<file path="config.mk">
export PLATFORM = sky130hd
export DESIGN_NAME = csa_row_resolver_flat
export DESIGN_NICKNAME = d
export VERILOG_FILES = /design/src/rtl/csa_row_resolver_if.sv /design/src/rtl/csa_row_resolver.sv /design/src/flat_wrapper.sv
export SDC_FILE = /design/constraint.sdc
export NUM_CORES = 1
export LEC_CHECK = 0
export ABC_AREA = 1
export CORE_MARGIN = 2
export CORE_UTILIZATION = 55
export DETAILED_ROUTE_END_ITERATION = 7
export DONT_BUFFER_PORTS = 1
export HOLD_SLACK_MARGIN = 0.03
export PLACE_DENSITY = 0.73
export SKIP_CTS_REPAIR_TIMING = 1
export SYNTH_ARGS = -nofsm -noshare
export SYNTH_HDL_FRONTEND = slang
export SYNTH_SLANG_ARGS = --single-unit
</file>
<file path="constraint.sdc">
create_clock -name clk -period 7.9 [get_ports clk]
set_clock_uncertainty 0.05 [all_clocks]
set_input_delay 1.185 -clock clk [delete_from_list [all_inputs] [get_ports clk]]
set_output_delay 1.185 -clock clk [all_outputs]
set_load 0.02 [all_outputs]
</file>
<file path="src/rtl/csa_row_resolver_if.sv">
// Handshake and data bundle between the compressor tree, the resolver and the result register.
interface csa_row_resolver_if #(
    parameter int unsigned WIDTH = 64
);
    logic             in_valid;
    logic             in_ready;
    logic [WIDTH-1:0] sum_row;
    logic [WIDTH-1:0] carry_row;
    logic             out_valid;
    logic             out_ready;
    logic [WIDTH-1:0] result;
    logic [1:0]       ovf;
    logic             busy;

    modport master (
        output in_valid, sum_row, carry_row, out_ready,
        input  in_ready, out_valid, result, ovf, busy
    );

    modport slave (
        input  in_valid, sum_row, carry_row, out_ready,
        output in_ready, out_valid, result, ovf, busy
    );
endinterface

</file>
<file path="src/rtl/csa_row_resolver.sv">
// Resolves a redundant SUM/CARRY row pair into one binary result, CHUNK bits per cycle,
// least-significant slice first, with a registered carry between slices.
module csa_row_resolver #(
    parameter int unsigned WIDTH = 64,
    parameter int unsigned CHUNK = 16
) (
    input logic                clk,
    input logic                rst_n,
    csa_row_resolver_if.slave  bus
);
    localparam int unsigned NCHUNK = WIDTH / CHUNK;
    localparam int unsigned IDXW   = (NCHUNK > 1) ? $clog2(NCHUNK) : 1;

    typedef enum logic [1:0] {
        StIdle,
        StAdd,
        StDone
    } state_e;

    state_e            state_q, state_d;
    logic [IDXW-1:0]   idx_q, idx_d;
    logic              cy_q, cy_d;
    logic [WIDTH-1:0]  a_q, a_d;
    logic [WIDTH-1:0]  b_q, b_d;
    logic              msb_q, msb_d;
    logic [WIDTH-1:0]  result_q, result_d;
    logic [1:0]        ovf_q, ovf_d;
    logic [CHUNK:0]    slice_sum;

    always_comb begin
        slice_sum = {1'b0, a_q[idx_q*CHUNK +: CHUNK]} + {1'b0, b_q[idx_q*CHUNK +: CHUNK]}
                    + {{CHUNK{1'b0}}, cy_q};
    end

    always_comb begin
        state_d  = state_q;
        idx_d    = idx_q;
        cy_d     = cy_q;
        a_d      = a_q;
        b_d      = b_q;
        msb_d    = msb_q;
        result_d = result_q;
        ovf_d    = ovf_q;

        unique case (state_q)
            StIdle: begin
                if (bus.in_valid) begin
                    a_d     = bus.sum_row;
                    // CARRY row has weight i+1; its top bit falls outside the result width.
                    b_d     = {bus.carry_row[WIDTH-2:0], 1'b0};
                    msb_d   = bus.carry_row[WIDTH-1];
                    idx_d   = '0;
                    cy_d    = 1'b0;
                    state_d = StAdd;
                end
            end
            StAdd: begin
                result_d[idx_q*CHUNK +: CHUNK] = slice_sum[CHUNK-1:0];
                cy_d  = slice_sum[CHUNK];
                idx_d = idx_q + 1'b1;
                if (idx_q == IDXW'(NCHUNK - 1)) begin
                    ovf_d   = {1'b0, slice_sum[CHUNK]} + {1'b0, msb_q};
                    idx_d   = '0;
                    state_d = StDone;
                end
            end
            StDone: begin
                if (bus.out_ready) begin
                    state_d = StIdle;
                end
            end
            default: state_d = StIdle;
        endcase
    end

    always_ff @(posedge clk or negedge rst_n) begin
        if (!rst_n) begin
            state_q  <= StIdle;
            idx_q    <= '0;
            cy_q     <= 1'b0;
            a_q      <= '0;
            b_q      <= '0;
            msb_q    <= 1'b0;
            result_q <= '0;
            ovf_q    <= '0;
        end else begin
            state_q  <= state_d;
            idx_q    <= idx_d;
            cy_q     <= cy_d;
            a_q      <= a_d;
            b_q      <= b_d;
            msb_q    <= msb_d;
            result_q <= result_d;
            ovf_q    <= ovf_d;
        end
    end

    assign bus.in_ready  = (state_q == StIdle);
    assign bus.out_valid = (state_q == StDone);
    assign bus.busy      = (state_q != StIdle);
    assign bus.result    = result_q;
    assign bus.ovf       = ovf_q;
endmodule

</file>
<file path="src/flat_wrapper.sv">
// flat-port wrapper written by rule: the top's interface ports become plain ports
module csa_row_resolver_flat 
#(
    parameter int unsigned WIDTH = 64,
    parameter int unsigned CHUNK = 16
)
  (clk, rst_n, bus_in_valid, bus_sum_row, bus_carry_row, bus_out_ready, bus_in_ready, bus_out_valid, bus_result, bus_ovf, bus_busy);
  csa_row_resolver_if #(.WIDTH(WIDTH)) bus_i ();
  input logic clk;
  input logic rst_n;
  input wire logic [$bits(bus_i.in_valid)-1:0] bus_in_valid;
  input wire logic [$bits(bus_i.sum_row)-1:0] bus_sum_row;
  input wire logic [$bits(bus_i.carry_row)-1:0] bus_carry_row;
  input wire logic [$bits(bus_i.out_ready)-1:0] bus_out_ready;
  output wire logic [$bits(bus_i.in_ready)-1:0] bus_in_ready;
  output wire logic [$bits(bus_i.out_valid)-1:0] bus_out_valid;
  output wire logic [$bits(bus_i.result)-1:0] bus_result;
  output wire logic [$bits(bus_i.ovf)-1:0] bus_ovf;
  output wire logic [$bits(bus_i.busy)-1:0] bus_busy;
  assign bus_i.in_valid = bus_in_valid;
  assign bus_i.sum_row = bus_sum_row;
  assign bus_i.carry_row = bus_carry_row;
  assign bus_i.out_ready = bus_out_ready;
  assign bus_in_ready = bus_i.in_ready;
  assign bus_out_valid = bus_i.out_valid;
  assign bus_result = bus_i.result;
  assign bus_ovf = bus_i.ovf;
  assign bus_busy = bus_i.busy;
  csa_row_resolver #(.WIDTH(WIDTH), .CHUNK(CHUNK)) u_core (.clk(clk), .rst_n(rst_n), .bus(bus_i));
endmodule
</file>
==> metrics <==
run status=finished, final reports clean; P_leak=0.005447 uW; wire length per cell=16.32 um; drc violations=0; global-route wire length before repair=37.49 mm; switching share of power=49.58%; max-cap viol count=0; clk slew on worst S/H paths=0.07 ns; Reg power frac=33.6%; ranking of synthesized cells by area=dfrtp_1, nand2_1, o21ai_0; Worst Path Arrival=3.65 ns; Chip Width=135.4 um; crit path max fanout=35; number of global-route vias before repair=7327; Sw Pwr=2771 uW; clk sinks=199; Worst Tran Pin Value=1.096 ns; Root Driver=clkbuf_16; Synth area leader=dfrtp_1; routability cong.=0.8049; min Tclk post-route=3.377 ns; Util after Layout=59.09%; R2R Setup Slk=4.52 ns; Syn Nets=1366; post-route ant nets=0; IO Port Bufs=0; commonest non-fill, non-tap cell in the layout=nand2_1; first drt pass iteration count=5; CTS Buf Count=17; final worst setup slack=4.523 ns; grt ovf=0; Die Area=18340 um2; Avg Cell Area, Syn=7.852 um2; fin crit share=42.75%; largest net degree at the start of global routing=200; worst-skew pair later-pin latency=0.44 ns; 1st-iter DRT viols=588; Final Slew Violations=0; die height=135.4 um; diodes inserted=0; Synth Instances=1210; number of synthesized register bits=199; DR vias/cell=5.438; worst path required time=8.17 ns; drt total wl=22.98 mm; # nets final=1326; startpoint types=flip-flop; Site Rows=48; Worst VDD drop=0.2725 mV; share of layout cells above drive strength 1=4.396%; slew margin rel.=26.95%; WS Path Type=flip-flop to flip-flop; Final Hold Vio Count=0; I/O pin cnt=201; TritonCTS clock tree=yes; total number of vias=7657; total track usage=26.14%; final setup fails=0; post-synth top area share=52.42%; f_max=0.2961 GHz; Pint=2818 uW; H-tree levels=4; Netlist cell types=34; Clock Path Buffers=2; most frequent cells in the layout=nand2_1, dfrtp_1, nor2_1, o21ai_0, inv_1; antenna violations before repair=0; mapped cell area=9500 um2; power share of the combinational group=50.8%; area delta synth->final=6.466%; RSZ-0062 raised after global routing=no; Hold Path Class=primary input to async pin; Pwr per Cell Area=552.6 nW/um2; Worst setup EP type=flip-flop; DPL Wire Length=15.80 mm; final setup TNS=0 ns; sequential fraction of the synthesis area=52.42%; Core Area=17120 um2; Starting Density=55.50%; Yosys warning count=0; Clk network pwr share=15.5%; dpl ws=4.530 ns
## worst max-delay path: stages, from the launching register on
cell and delay (ns):
dfrtp_1 0.38, inv_1 0.75, o21ai_0 0.22, o22ai_1 0.23
fa_1 0.29, fa_1 0.25, nand3_1 0.10, nand3_1 0.13
nand3_1 0.11, nand3_1 0.10, nand4_1 0.08, nand2_1 0.09
ha_1 0.23, mux2_2 0.25
## worst paths after layout
path | to | cells past startpoint | startpoint
min in group clk | u_core.a_q[30]$_DFFE_PN0P_ | 2 | u_core.a_q[30]$_DFFE_PN0P_
setup reg to reg | u_core.bus.ovf[0]$_DFFE_PN0P_ | 13 | u_core.idx_q[1]$_DFFE_PN0P_
hold / removal | u_core.bus.result[19]$_DFFE_PN0P_ | 0 | rst_n
hold reg to reg | u_core.a_q[30]$_DFFE_PN0P_ | 2 | u_core.a_q[30]$_DFFE_PN0P_
max in group asynchronous | u_core.bus.result[29]$_DFFE_PN0P_ | 0 | rst_n
setup / recovery | u_core.bus.ovf[0]$_DFFE_PN0P_ | 13 | u_core.idx_q[1]$_DFFE_PN0P_
## final cells by class
class	instances	area [um2]
clock buffers	19	452.9
flip-flops and latches	199	4981
fillers	1552	7002
well taps	225	281.5
multi-input cells	894	4033
inverters	55	209.0
repair buffers	3	22.52
clock inverters	13	135.1
## power by group through the flow
stage               registers [uW]  clock network [uW]  logic [uW]
floorplan                     1790                   0        2180
global placement              1890                   0        2760
detailed placement            1890                   0        2820
CTS                           1880                 878        2840
global route                  1930                 927        3260
finish                        1880                 869        2840
## Yosys cell counts
cell,n
nand2_2,1
o21ai_0,79
o21ai_1,5
xor2_1,5
nor2_2,2
or2_2,1
buf_6,2
mux2_2,2
buf_4,2
buf_1,5
a32o_1,2
nor2_4,1
inv_2,2
inv_1,53
clkbuf_1,26
buf_2,27
o22ai_1,31
nand4_1,17
ha_1,22
a22o_1,7
nand2_1,586
nand2_4,2
fa_1,2
xnor2_1,3
o31ai_1,2
and2_1,1
nor4_4,1
a21oi_1,10
nand3_1,25
nor2_1,83
nor3_1,2
dfrtp_1,199
o21bai_1,1
nand3_2,1
## cell families after synthesis
family | share of synthesized area, %
AO/OA/AOI/OAI | 8.086
AND/OR/NAND/NOR | 29.99
adder cells (fa/ha/maj) | 3.319
flip-flops | 52.42
XOR/XNOR | 0.7376
buffers and inverters | 5.215
multiplexers | 0.2370
## flip-flops by register name (all words and copies together) (netlist names)
name / count
u_core.a_q: 64
u_core.b_q: 63
u_core.bus.ovf: 2
u_core.bus.result: 64
u_core.cy_q: 1
u_core.idx_q: 2
u_core.msb_q: 1
u_core.state_q: 2
## per-stage QoR
step / total power [uW] / cells / hold WS (ns) / instance area, um2
2_1_floorplan: 3968 / 1210 / 0.3936 / 9500
3_3_place_gp: 4644 / 1376 / 0.4093 / 9527
3_5_place_dp: 4717 / 1376 / 0.4105 / 9527
4_1_cts: 5599 / 1408 / 0.3749 / 10110
5_1_grt: 6114 / 1408 / 0.3723 / 10110
6_report: 5589 / 1408 / 0.3909 / 10110
## metal layers
metal	vias to the layer above	GRT usage [%]	wire [um]
met3	31	5.125	1609
met4	0	8.333	444
met5	-	0	0
li1	3750	-	-
met2	247	40.64	10500
met1	3629	37.29	10430
Note: power is estimated with default switching activity, not from simulation.
